<file path="src/rtl/configs_pkg.sv">
// Shared defaults, state encoding and width helper for the configuration latch loader.
package configs_pkg;

  localparam int unsigned WORD_W_DEF        = 32;
  localparam int unsigned NUM_WORDS_DEF     = 27;
  localparam int unsigned STROBE_CYCLES_DEF = 1;
  localparam int unsigned IDX_W             = $clog2(NUM_WORDS_DEF);

  typedef enum logic [2:0] {
    ST_IDLE,
    ST_WAIT_WORD,
    ST_SETUP,
    ST_STROBE,
    ST_HOLD,
    ST_DONE
  } state_e;

  // Index width that stays at least one bit wide for degenerate sizes.
  function automatic int unsigned idx_width(input int unsigned n);
    return (n > 1) ? $clog2(n) : 1;
  endfunction

endpackage

</file>
<file path="src/rtl/configs_en_decoder.sv">
// Registered index-to-one-hot decode of the latch enables, gated by the strobe flag.
module configs_en_decoder
#(
  parameter int unsigned NUM_WORDS = 27,
  parameter int unsigned IDX_W     = 5
) (
  input  logic                 clk,
  input  logic                 reset,
  input  logic                 strobe,
  input  logic [IDX_W-1:0]     idx,
  output logic [NUM_WORDS-1:0] en
);

  // Flop output only, so the latch enables cannot glitch and drop with reset at once.
  always_ff @(posedge clk or posedge reset) begin
    if (reset) begin
      en <= '0;
    end else begin
      en <= strobe ? (NUM_WORDS'(1'b1) << idx) : '0;
    end
  end

endmodule

</file>
<file path="src/rtl/configs_loader.sv">
// Streams config words onto the latch-bank data bus with setup/strobe/hold sequencing.
// Optional CFG_PARITY_EN: even-parity check on each accepted word, aborting the load on error.
module configs_loader
  import configs_pkg::*;
#(
  parameter  int unsigned WORD_W        = WORD_W_DEF,
  parameter  int unsigned NUM_WORDS     = NUM_WORDS_DEF,
  parameter  int unsigned STROBE_CYCLES = STROBE_CYCLES_DEF,
  localparam int unsigned IW            = idx_width(NUM_WORDS)
) (
  input  logic                 clk,
  input  logic                 reset,
  input  logic                 io_start,
  input  logic                 io_in_valid,
  output logic                 io_in_ready,
  input  logic [WORD_W-1:0]    io_in_bits,
  input  logic                 io_in_parity,
  output logic [WORD_W-1:0]    io_d_in,
  output logic [NUM_WORDS-1:0] io_configs_en,
  output logic                 io_busy,
  output logic                 io_done,
  output logic                 io_error,
  output logic [IW-1:0]        io_word_idx
);

  localparam int unsigned     CW       = idx_width(STROBE_CYCLES);
  localparam logic [IW-1:0]   LAST_IDX = IW'(NUM_WORDS - 1);
  localparam logic [CW-1:0]   LAST_CNT = CW'(STROBE_CYCLES - 1);

  state_e              state_q, state_d;
  logic [WORD_W-1:0]   data_q, data_d;
  logic [IW-1:0]       idx_q, idx_d;
  logic [CW-1:0]       cnt_q, cnt_d;
  logic                ready_q, ready_d;
  logic                busy_q, busy_d;
  logic                done_q, done_d;
  logic                err_q, err_d;
  logic                strobe_d;
  logic                parity_bad;

`ifdef CFG_PARITY_EN
  assign parity_bad = ^{io_in_bits, io_in_parity};
`else
  logic unused_parity;
  assign unused_parity = io_in_parity;
  assign parity_bad    = 1'b0;
`endif

  always_ff @(posedge clk or posedge reset) begin
    if (reset) begin
      state_q <= ST_IDLE;
      data_q  <= '0;
      idx_q   <= '0;
      cnt_q   <= '0;
      ready_q <= 1'b0;
      busy_q  <= 1'b0;
      done_q  <= 1'b0;
      err_q   <= 1'b0;
    end else begin
      state_q <= state_d;
      data_q  <= data_d;
      idx_q   <= idx_d;
      cnt_q   <= cnt_d;
      ready_q <= ready_d;
      busy_q  <= busy_d;
      done_q  <= done_d;
      err_q   <= err_d;
    end
  end

  // Next-state and next-output logic; ready/strobe are precomputed so they leave flops.
  always_comb begin
    state_d  = state_q;
    data_d   = data_q;
    idx_d    = idx_q;
    cnt_d    = '0;
    busy_d   = busy_q;
    done_d   = done_q;
    err_d    = err_q;
    ready_d  = 1'b0;
    strobe_d = 1'b0;

    unique case (state_q)
      ST_IDLE, ST_DONE: begin
        if (io_start) begin
          state_d = ST_WAIT_WORD;
          idx_d   = '0;
          done_d  = 1'b0;
          err_d   = 1'b0;
          busy_d  = 1'b1;
        end
      end
      ST_WAIT_WORD: begin
        if (io_in_valid) begin
          if (parity_bad) begin
            state_d = ST_IDLE;
            err_d   = 1'b1;
            busy_d  = 1'b0;
          end else begin
            data_d  = io_in_bits;
            state_d = ST_SETUP;
          end
        end
      end
      ST_SETUP: state_d = ST_STROBE;
      ST_STROBE: begin
        if (cnt_q == LAST_CNT) begin
          state_d = ST_HOLD;
        end else begin
          cnt_d = cnt_q + CW'(1);
        end
      end
      ST_HOLD: begin
        if (idx_q == LAST_IDX) begin
          state_d = ST_DONE;
          done_d  = 1'b1;
          busy_d  = 1'b0;
        end else begin
          idx_d   = idx_q + IW'(1);
          state_d = ST_WAIT_WORD;
        end
      end
      default: state_d = ST_IDLE;
    endcase

    ready_d  = (state_d == ST_WAIT_WORD);
    strobe_d = (state_d == ST_STROBE);
  end

  configs_en_decoder #(
    .NUM_WORDS (NUM_WORDS),
    .IDX_W     (IW)
  ) u_en_decoder (
    .clk    (clk),
    .reset  (reset),
    .strobe (strobe_d),
    .idx    (idx_d),
    .en     (io_configs_en)
  );

  assign io_in_ready = ready_q;
  assign io_d_in     = data_q;
  assign io_busy     = busy_q;
  assign io_done     = done_q;
  assign io_error    = err_q;
  assign io_word_idx = idx_q;

endmodule

</file>
<file path="config.mk">
export PLATFORM = sky130hd
export DESIGN_NAME = configs_loader
export DESIGN_NICKNAME = d
export VERILOG_FILES = /design/src/rtl/configs_pkg.sv /design/src/rtl/configs_en_decoder.sv /design/src/rtl/configs_loader.sv
export SDC_FILE = /design/constraint.sdc
export NUM_CORES = 1
export LEC_CHECK = 0
export CAP_MARGIN = 20
export CORE_MARGIN = 2
export CORE_UTILIZATION = 60
export DETAILED_ROUTE_END_ITERATION = 10
export DONT_BUFFER_PORTS = 1
export PLACE_DENSITY = 0.76
export SLEW_MARGIN = 20
export SYNTH_ARGS = -nofsm -noshare
export SYNTH_HDL_FRONTEND = slang
export SYNTH_SLANG_ARGS = --single-unit
</file>
<file path="constraint.sdc">
create_clock -name clk -period 3.2 [get_ports clk]
set_clock_uncertainty 0.05 [all_clocks]
set_input_delay 0.64 -clock clk [delete_from_list [all_inputs] [get_ports clk]]
set_output_delay 0.64 -clock clk [all_outputs]
set_load 0.01 [all_outputs]
</file>
## Word-level counts from Yosys, hierarchy flattened

Index checks and enable logic that the tools add are counted.

- Bits in registers: 71
- Latch bits: 0
- Bits in writable memories: 0
- Bits in read-only memories: 0
- Output and inout bits: 68
- Logic and storage cells: 43
- Memories kept: 0

- Add/subtract/negate cells: 2
- Multipliers: 0
- Div/mod/pow operators: 0
- Order comparisons: 0
- Equal/unequal tests: 10
- Shift-type cells: 1
- Multiplexer cells: 17
- Bitwise gates (word level): 0
- Reduce and logical (&&, ||, !) cells: 5

Operators by type and width:

| cell | count |
|---|---|
| $mux 27 | 1 |
| $shl 1x5->27 const A | 1 |
| $pmux 3 s5 | 1 |
| $mux 3 | 4 |
| $mux 5 | 2 |
| $pmux 5 s2 | 1 |
| $eq 3x2->1 const B | 3 |
| $eq 3x1->1 const B | 2 |
| $eq 3x3->1 const B | 2 |
| $mux 1 | 6 |
| $add 5x1->5 const B | 1 |
| $eq 5x5->1 const B | 1 |
| $ne 2x2->1 const B | 2 |
| $pmux 1 s2 | 2 |
| $logic_not 3->1 | 1 |
| $reduce_and 3->1 | 1 |
| $reduce_and 2->1 | 1 |
| $reduce_bool 2->1 | 1 |
| $reduce_or 2->1 | 1 |
| $add 1x1->1 const B | 1 |

## Depth between registers and ports, before layout

- Depth in word-level cells: 5
- Mapped depth: 9
- Mapped depth without buffers: 7

## Modules after synthesis

From an unflattened synthesis, not the netlist that was laid out.

- Cells, all modules: 201
- Area, all modules: 2,740.1 µm²

Modules (own cells, without submodules):

| module | times used | cells each | area each (µm²) |
|---|---|---|---|
| configs_loader | 1 | 131 | 1,839.3 |
| configs_en_decoder | 1 | 70 | 900.9 |

## Worst setup path before layout

Ideal clock, no wire load.

- Kind: reg-to-reg
- From: register idx_q[0], in the netlist io_word_idx[0]
- To: register u_en_decoder.en[10]
- Data arrival time: 1,629 ps
- Setup slack: 1,395 ps
- Stages on the path, launching flop included: 10
- Clock period less this slack: 1,805 ps
- Path through: dfrtp_1 inv_1 ha_1 nand4b_4 or2_0 a31o_1 buf_6 clkinv_4 buf_12 nor3_1

- Word-level cells in the longest chain between the ends: 5
- Elaborated cells between the ends (all ways): 10
- Those cells by class: add/sub (1); eq/ne (2); shift (1); mux (6)

Ends and longest elaborated chain:

| what | line | source |
|---|---|---|
| from (decl) | configs_loader.sv:32 | `logic [IW-1:0] idx_q, idx_d;` |
| from (signal assigned) | configs_loader.sv:62 | `idx_q <= idx_d;` |
| $add 5x1->5 or $eq 5x5->1 (tied branches) | configs_loader.sv:119, configs_loader.sv:114 |  |
| $mux 5 | configs_loader.sv:114 | `if (idx_q == LAST_IDX) begin` |
| $pmux 5 s2 * | configs_loader.sv:83 | `unique case (state_q)` |
| named net idx_d[0] | configs_loader.sv:32 |  |
| $shl 1x5->27 * | configs_en_decoder.sv:19 | `en <= strobe ? (NUM_WORDS'(1'b1) << idx) : '0;` |
| $mux 27 * | configs_en_decoder.sv:19 |  |
| to (signal assigned) | configs_en_decoder.sv:19 |  |
| to (decl) | configs_en_decoder.sv:11 | `output logic [NUM_WORDS-1:0] en` |

The timed path passes the listed nets; every way through them passes the cells marked *.
A chain may end at the register's enable or synchronous reset.

## Worst setup path after layout

- From: register idx_q[1], in the netlist io_word_idx[1]
- To: register u_en_decoder.en[12]

- Word-level cells in the longest chain between the ends: 5
- Elaborated cells between the ends (all ways): 10
- Those cells by class: add/sub (1); eq/ne (2); shift (1); mux (6)

Ends and longest elaborated chain:

| what | line |
|---|---|
| $add 5x1->5 or $eq 5x5->1 (tied branches) | configs_loader.sv:119, configs_loader.sv:114 |
| $mux 5 or $mux 3 (tied branches) | configs_loader.sv:114 |
| $pmux 5 s2 or $pmux 3 s5 (tied branches) | configs_loader.sv:83 |
| $shl 1x5->27 or $eq 3x2->1 (tied branches) | configs_en_decoder.sv:19, configs_loader.sv:127 |
| $mux 27 * | configs_en_decoder.sv:19 |

Mark *: on every way between the ends. The rest lies on a longest branch, timed or not.

==> summary.txt <==
fraction of registers with async set or reset after synthesis: 1.00
Final HPWL DP: 3740 µm
Commonest cells post-synth: dfrtp_1 (70), mux2_2 (32), nor3_1 (22)
Die H: 72.2 µm
post-synthesis mux area share: 0.129
global placement routability congestion: 0.756
final hold vios: 0
RSZ-0062 raised after global routing: no
final worst-path cycle share: 0.719
Multi-input gate area: 921 µm²
ANT nets after route: 0
Tot Pwr: 2.88 mW
Pre-antenna DRT Iters: 4
post-synthesis cell count: 208
row count: 24
Num CTS Buffers: 9
port buffer count: 0
Synth cell types: 35
post-CTS setup buffer count: 0
Clock Pin Slew Worst Setup and Hold Paths: 0.07 ns
CP required: 3.39 ns
share of layout cells above drive strength 1: 0.294
EDFF count, synth: 0
clock sinks: 70
Post-Synth XOR/XNOR Area: 0.00313
initial antenna violation count: 0
CORE AREA: 4410 µm²
Setup CP Type: reg -> reg
Reg area: 1750 µm²
total number of vias: 1624
maxcap violations: 0
Slew Viols, Final: 0
f_max: 0.434 GHz
area grow syn2layout: 6.81%
Yosys top cell by area: dfrtp_1
ys flop type: dfrtp_1
DRC: 0
first-pass GRT wire length: 7910 µm
Clock Path Buffers: 2
overall die width: 72.2 µm
initial core utilization: 0.633
final setup violation count: 0
Initial DRC Count: 70
maximum VDD drop: 0.000393 V
actual slew at the worst max-slew pin: 0.668 ns
mapped cell area: 2790 µm²
largest cells by area after synthesis: dfrtp_1 (63%), mux2_2 (13%), nor3_1 (3.9%)
Synth Area in Compound Gates: 0.0551
gr usage total: 0.207
Clock Latency Late Sink: 0.33 ns
Placed Cells: 250
fin area: 2980 µm²
count leader, synth: dfrtp_1
Root Driver: clkbuf_8
PostCTS Resize Cnt: 0
main combinational cell family by area after synthesis: simple AND/OR/NAND/NOR gates
hold_buf cts: 0
WHS: 0.229 ns
post-layout util: 0.676
Worst EP arrival: 2.49 ns
Yosys warnings: 0
Cell Area, Placed: 2780 µm²
via-per-instance ratio: 6.11
grt total ovfl: 0
Die Area: 5220 µm²
post-synth top area share: 0.627
relative slew slack: 0.554
worst slack at placement: 0.971 ns
vias in the first global route: 1630
largest net degree at the start of global routing: 39
setup slack after layout: 0.898 ns
Leak Pwr: 1.34 nW
run status: completed
Wirelength per Cell: 19.5 µm
min Tclk post-route: 2.30 ns
CP Capture Type: flip-flop
non-filler instance count after layout: 266
worst-path maximum fanout: 15
TritonCTS clock tree: built
HP Class: in -> async
setup TNS: 0 ns
Mapped Nets: 247
adder-cell share of the synthesized area: 0.00896
startpoint types: flip-flop
I/O pins: 105
Seq/Total Area, Yosys: 0.627
synthesized flop and latch total: 70
n_diodes: 0
drt total wl: 5200 µm
Pwr Density: 964 nW/µm²
# H-tree levels: 3
Synth Area per Inst: 13.4 µm²
area share of and/or/nand/nor cells after synthesis: 0.131
Final nets: 248
Layout fillers: 321
-- layout make-up --
class | count | area share
well taps | 52 | 0.0218
repair buffers | 2 | 0.00503
multi-input cells | 119 | 0.309
inverters | 7 | 0.0105
clock inverters | 4 | 0.0151
flip-flops and latches | 70 | 0.587
clock buffers | 12 | 0.0520
-- placed cells by master, fill, tap and decap left out, types with 6 or more instances in the layout --
cell type / n
nor3_1: 22
clkbuf_8: 11
o21ai_0: 9
a21oi_1: 7
nor2_1: 6
dfrtp_1: 70
nor3_2: 6
mux2_2: 32
-- registers in the layout, summed over array words and instances, names as in the netlist --
name             flops
io_d_in             32
u_en_decoder.en     27
state_q              3
io_in_ready          1
io_word_idx          5
io_done              1
io_busy              1
-- path summary, 6_finish.rpt --
kind / from / end / slack, ns / depth (start not counted)
max reg2reg: io_word_idx[1] / u_en_decoder.en[12] / 0.90 / 6
max in group asynchronous: reset / u_en_decoder.en[4] / 1.96 / 2
min in group clk: io_in_bits[13] / io_d_in[13] / 0.40 / 1
min reg2reg: io_d_in[7] / io_d_in[7] / 0.53 / 1
max: io_word_idx[1] / u_en_decoder.en[12] / 0.90 / 6
min: reset / io_d_in[11] / 0.23 / 1
-- worst max-delay path: stages (launching register included) --
cell,delay (ns)
dfrtp_1,0.54
ha_1,0.26
nand4b_4,0.15
a21oi_2,0.30
a31o_1,0.43
clkinv_4,0.24
nor3_1,0.24
-- power by group --
group	total [mW]	internal, mW	switching (mW)
Sequential	1.48	1.14	0.340
Combinational	0.699	0.321	0.378
Clock	0.694	0.398	0.295
-- cell families after synthesis --
kind of cell | Yosys count
other | 1
muxes | 32
and+or+nand+nor | 59
adders and majority gates | 2
DFF | 70
xor gates and xnor gates | 1
AOI/OAI and AO/OA | 24
buffers and inverters | 19
-- layer usage --
| layer | global-route usage | wire length [µm] | part of all wire |
|---|---|---|---|
| met1 | 0.244 | 1980 | 0.38 |
| met2 | 0.334 | 2650 | 0.51 |
| met3 | 0.0708 | 456 | 0.088 |
| met4 | 0.115 | 112 | 0.022 |
| met5 | 0 | 0 | 0 |
(Power assumes the default switching activity.)
